## src/rtl/pin_attempt_ctrl.sv

```systemverilog
// pin_attempt_ctrl
//
// Attempt/lockout sequencer placed between the board inputs and the PIN
// checker. It forwards the user's submit strobe only while idle, reacts to
// rising edges of the checker's correct/incorrect flags, counts consecutive
// failures and, with lockout built in, blocks entry for LOCK_CYCLES cycles
// after MAX_TRIES failures before pulsing a checker reset.
//
// Build option: define PIN_LOCKOUT_EN to build the lockout path (LOCKED and
// RELEASE states plus the lock timer). Without it, locked and chk_reset are
// tied low and a failure always returns to IDLE.
//
// Ports
//   clk           in   rising-edge clock
//   reset         in   asynchronous active-high reset
//   submit_in     in   user submit strobe
//   chk_correct   in   checker "correct" level flag
//   chk_incorrect in   checker "incorrect" level flag
//   submit_out    out  submit_in gated by IDLE (combinational)
//   chk_reset     out  one-cycle checker reset after a lockout
//   granted       out  one-cycle pulse when a PIN is accepted
//   locked        out  high for the whole lockout
//   fail_count    out  consecutive failures, saturating at MAX_TRIES
//   err           out  sticky; both flags rose together while idle
//   state_dbg     out  current FSM state encoding, for checkers/debug
//
// Handshake: there is no valid/ready pair here. submit_in is a plain strobe
// that passes only in IDLE; checker results are single rising edges and any
// edge that arrives outside IDLE is dropped (the checker holds its result
// long enough that this cannot lose a real result).

module pin_attempt_ctrl #(
  parameter int MAX_TRIES   = 3,
  parameter int LOCK_CYCLES = 1024,
  parameter int CNT_W       = 2,
  parameter int TMR_W       = 10
) (
  input  logic             clk,
  input  logic             reset,
  input  logic             submit_in,
  input  logic             chk_correct,
  input  logic             chk_incorrect,
  output logic             submit_out,
  output logic             chk_reset,
  output logic             granted,
  output logic             locked,
  output logic [CNT_W-1:0] fail_count,
  output logic             err,
  output logic [2:0]       state_dbg
);

  // Reject parameter sets whose counters cannot hold their limits.
  if (MAX_TRIES < 1 || MAX_TRIES >= (1 << CNT_W)) begin : g_bad_cnt
    $error("pin_attempt_ctrl: CNT_W cannot hold MAX_TRIES");
  end
  if (LOCK_CYCLES < 1 || (LOCK_CYCLES - 1) >= (1 << TMR_W)) begin : g_bad_tmr
    $error("pin_attempt_ctrl: TMR_W cannot hold LOCK_CYCLES-1");
  end

  localparam logic [CNT_W-1:0] MAX_CNT = CNT_W'(MAX_TRIES);

  typedef enum logic [2:0] {
    IDLE    = 3'd0,
    GRANT   = 3'd1,
    FAIL    = 3'd2,
    LOCKED  = 3'd3,
    RELEASE = 3'd4
  } state_t;

  state_t           state, state_next;
  logic [CNT_W-1:0] fail_next;
  logic             err_next;
  logic             correct_q, incorrect_q;
  logic             correct_rise, incorrect_rise;

  // Previous-cycle copies of the flags; they keep tracking in every state so
  // a level that was already high when we return to IDLE is not a new rise.
  assign correct_rise   = chk_correct   & ~correct_q;
  assign incorrect_rise = chk_incorrect & ~incorrect_q;

`ifdef PIN_LOCKOUT_EN
  localparam logic [TMR_W-1:0] TMR_LOAD = TMR_W'(LOCK_CYCLES - 1);
  logic [TMR_W-1:0] tmr, tmr_next;
`endif

  always_ff @(posedge clk or posedge reset) begin
    if (reset) begin
      state       <= IDLE;
      fail_count  <= '0;
      err         <= 1'b0;
      correct_q   <= 1'b0;
      incorrect_q <= 1'b0;
`ifdef PIN_LOCKOUT_EN
      tmr         <= '0;
`endif
    end else begin
      state       <= state_next;
      fail_count  <= fail_next;
      err         <= err_next;
      correct_q   <= chk_correct;
      incorrect_q <= chk_incorrect;
`ifdef PIN_LOCKOUT_EN
      tmr         <= tmr_next;
`endif
    end
  end

  always_comb begin
    state_next = state;
    fail_next  = fail_count;
    err_next   = err;
`ifdef PIN_LOCKOUT_EN
    tmr_next   = tmr;
`endif
    case (state)
      IDLE: begin
        // A simultaneous rise of both flags is treated as a failure.
        if (incorrect_rise) begin
          state_next = FAIL;
          if (correct_rise) err_next = 1'b1;
        end else if (correct_rise) begin
          state_next = GRANT;
        end
      end
      GRANT: begin
        fail_next  = '0;
        state_next = IDLE;
      end
      FAIL: begin
        fail_next  = (fail_count == MAX_CNT) ? MAX_CNT : fail_count + 1'b1;
        state_next = IDLE;
`ifdef PIN_LOCKOUT_EN
        if (fail_next == MAX_CNT) begin
          state_next = LOCKED;
          tmr_next   = TMR_LOAD;
        end
`endif
      end
`ifdef PIN_LOCKOUT_EN
      LOCKED: begin
        // Timer runs LOCK_CYCLES-1 down to 0, so LOCKED lasts LOCK_CYCLES.
        if (tmr == '0) state_next = RELEASE;
        else           tmr_next   = tmr - 1'b1;
      end
      RELEASE: begin
        fail_next  = '0;
        state_next = IDLE;
      end
`endif
      default: state_next = IDLE;
    endcase
  end

  assign submit_out = submit_in & (state == IDLE);
  assign granted    = (state == GRANT);
  assign state_dbg  = state;

`ifdef PIN_LOCKOUT_EN
  assign locked    = (state == LOCKED);
  assign chk_reset = (state == RELEASE);
`else
  assign locked    = 1'b0;
  assign chk_reset = 1'b0;
`endif

endmodule

```

## config.mk

```make
export PLATFORM = sky130hd
export DESIGN_NAME = pin_attempt_ctrl
export DESIGN_NICKNAME = d
export VERILOG_FILES = /design/src/rtl/pin_attempt_ctrl.sv
export SDC_FILE = /design/constraint.sdc
export NUM_CORES = 1
export LEC_CHECK = 0
export ABC_CLOCK_PERIOD_IN_PS = 2500
export BUFFER_PORTS_ARGS = -buffer_cell sky130_fd_sc_hd__buf_2
export CAP_MARGIN = 0
export CORE_AREA = 3 3 40 42
export DETAILED_ROUTE_END_ITERATION = 10
export DIE_AREA = 0 0 43 45
export PLACE_DENSITY = 0.47
export SYNTH_ARGS = -nofsm -noshare
export SYNTH_HDL_FRONTEND = slang
export SYNTH_SLANG_ARGS = --single-unit
```

## constraint.sdc

```tcl
create_clock -name clk -period 2.5 [get_ports clk]
set_input_delay 0.25 -clock clk [delete_from_list [all_inputs] [get_ports clk]]
set_output_delay 0.25 -clock clk [all_outputs]
set_load 0.005 [all_outputs]
```

==> run metrics <==
post-synth design cell area=about 350 µm²; starting utilization of the core area=between 20% and 30%; die span in x=43 µm; remaining antenna violation count=0; unrepaired setup endpoints after global routing=false; category of cells accounting for the largest share of critical-path delay=flip-flops; ordered list of cells on the worst path=inv_1 -> ha_1 -> and2_1 -> buf_2; Area contributors post-synth=sky130_fd_sc_hd__dfrtp_1 (51%), sky130_fd_sc_hd__ha_1 (11%), sky130_fd_sc_hd__buf_4 (6.5%); Worst Hold Launch=chk_incorrect; overall global routing resource usage=under 10%; outcome=finished, final reports clean; Final TNS setup=0 ps; # DRC=0; delay contributed by the slowest stage of the critical path=380 ps; global placer's final weighted congestion=between 0.6 and 0.7; routed vias/inst=3.95; clock transition at the register clock pins on the worst setup and hold paths after CTS=50 ps; first-pass detailed-route iteration total=2; total number of vias=241; HPWL after detailed placement=469 µm; FF-to-FF Start=state_dbg[0]; count of buffering cells on the critical path with inverters included=2; number of clock buffers inserted by TritonCTS=3; antenna violations before repair=0; Post-CTS Resized=0; P per Cell Area=863 nW/µm²; Unique masters post-synth=15; Cells after Synth=31; FF+latch count, synth=7; Remaining Overflow, GRT=0; Crit. Startpoint=state_dbg[0]; clock insertion delay at the later pin of the skew report=around 240 ps; dominant register cell in the synthesized netlist=sky130_fd_sc_hd__dfrtp_1; critical path launch point type=flop; shortest period the worst path allows=1480 ps; setup clock skew after layout=roughly 2.3 ps; Register-to-Register Path Depth=4; vertical extent of the die=45 µm; CTS tree=built; share of post-route cells with drive strength above 1=37.0%; CP Capture Type=output port; global-route wire length before repair=1030 µm; library cell with the highest instance count after synthesis=sky130_fd_sc_hd__dfrtp_1; wirelength, routed=between 500 and 600 µm; number of max-slew violations in the final report=0; P_leak=0.229 nW; area growth from synthesis to layout=27.5%; data arrival at the endpoint of the critical path=1230 ps; CTS max path bufs=2; post-route worst hold slack=124 ps; count of flip-flops with a built-in enable after synthesis=0; top cell type by total area after synthesis=sky130_fd_sc_hd__dfrtp_1; average size of a mapped cell=between 10 and 15 µm²; cell row count=13; hold buffer count at CTS=1; count of input and output buffers=11; final setup violation count=0; CTS Root Buffer Type=sky130_fd_sc_hd__clkbuf_4; Hold Crit Class=in -> reg; routed length per placed instance=9.16 µm; FFs w/ async S/R, synth=100%; required time of the critical path=2250 ps; Inserted Diodes=0; worst-path cell with the longest stage delay=sky130_fd_sc_hd__dfrtp_1; Post CTS Setup Buffer Count=0; worst hold path cell count=1; worst hold path endpoint=incorrect_q; top-level I/O count=15; list of most frequent post-synthesis cells=sky130_fd_sc_hd__dfrtp_1 (7), sky130_fd_sc_hd__inv_1 (5), sky130_fd_sc_hd__buf_4 (3), sky130_fd_sc_hd__ha_1 (3); synthesis warning total=0; Maximum Capacitance Violations=0; H-tree lvl count=1; sequential share of the synthesized area=50.7%; initial DRC count=2; core area=around 1300 µm²; highest clock rate=about 0.68 GHz; share of Yosys cell area claimed by the top area cell type=50.7%; Power, Total=0.380 mW; number of global-route vias before repair=249; setup slack of the most critical reg-to-reg path=1360 ps; pin count of the biggest net entering global routing=8; count of fill cells added during filler insertion=141; Reg2Reg Capture Point=fail_count[1]; critical path fanouts, max=4; final net count=55; clock sink count=7; maximum vdd ir drop=0.365 mV; Tcrit/Tclk final=59.1%; die area=1940 µm²; WS Path Type=reg -> out; total count of hold-check failures in the final report=0
-- state kept, by name (all words and copies together) (netlist names) --
| signal | flops |
|---|---|
| correct_q | 1 |
| err | 1 |
| incorrect_q | 1 |
| state_dbg | 2 |
| fail_count | 2 |
-- worst reg2reg max path: stages, from the launching register on --
cell and delay (ps):
sky130_fd_sc_hd__dfrtp_1 380, sky130_fd_sc_hd__inv_1 80, sky130_fd_sc_hd__ha_1 340, sky130_fd_sc_hd__a21oi_1 170, sky130_fd_sc_hd__a21oi_1 50
-- layout by cell type, fill, tap and decap left out, types with 2 or more instances in the layout --
cell type                  synthesis  layout
sky130_fd_sc_hd__a21oi_1           2       2
sky130_fd_sc_hd__buf_2             0      11
sky130_fd_sc_hd__nor2_1            2       2
sky130_fd_sc_hd__ha_1              3       3
sky130_fd_sc_hd__conb_1            1       3
sky130_fd_sc_hd__dfrtp_1           7       7
sky130_fd_sc_hd__inv_1             5       5
sky130_fd_sc_hd__clkbuf_4          0       3
-- power breakdown --
part,switching (mW),total [mW],leakage [nW],internal [mW]
logic,0.0614,0.122,0.128,0.0606
registers,0.0181,0.159,0.0859,0.141
clock network,0.0389,0.0996,0.0150,0.0607
total,0.118,0.380,0.229,0.262
-- how the worst max path moves through the flow --
stage / slack (ps) / cells past startpoint / to
after global placement: 1300 / 4 / submit_out
after CTS: 1000 / 4 / submit_out
after floorplan: 1430 / 3 / submit_out
after detailed placement: 1270 / 4 / submit_out
final: 1020 / 4 / submit_out
after global routing: 920 / 4 / submit_out
-- cells by family after synthesis --
group,share of synthesized area (%)
adder cells (fa/ha/maj),10.9
AND/OR/NAND/NOR,14.1
buffers and inverters,12.0
AO/OA/AOI/OAI,11.2
other,1.09
flip-flops,50.7
-- per-layer routing --
metal / global-route usage, % / wire length, µm / vias up
li1: - / - / 121
met1: 9.11 / 237 / 104
met2: 10.5 / 251 / 14
met3: 2.39 / 55 / 2
met4: 7.23 / 14 / 0
met5: 0 / 0 / -
-- area by class of cell --
cell class / instances / area [µm²] / area share, %
repair buffers: 12 / 65.1 / 14.8
inverters: 5 / 18.8 / 4.26
flip-flops and latches: 7 / 175 / 39.8
well taps: 15 / 18.8 / 4.26
clock buffers: 4 / 26.3 / 5.97
multi-input cells: 18 / 136 / 31.0
-- stage by stage --
stage          setup WS, ps  instances  utilization [%]  instance area (µm²)
4_1_cts                1000         61             34.3                  440
5_1_grt                 924         61             34.3                  440
3_5_place_dp           1270         56             31.5                  404
6_report               1020         61             34.3                  440
2_1_floorplan          1430         33                -                  353
3_3_place_gp           1300         56             31.5                  404
(Power assumes the default switching activity.)
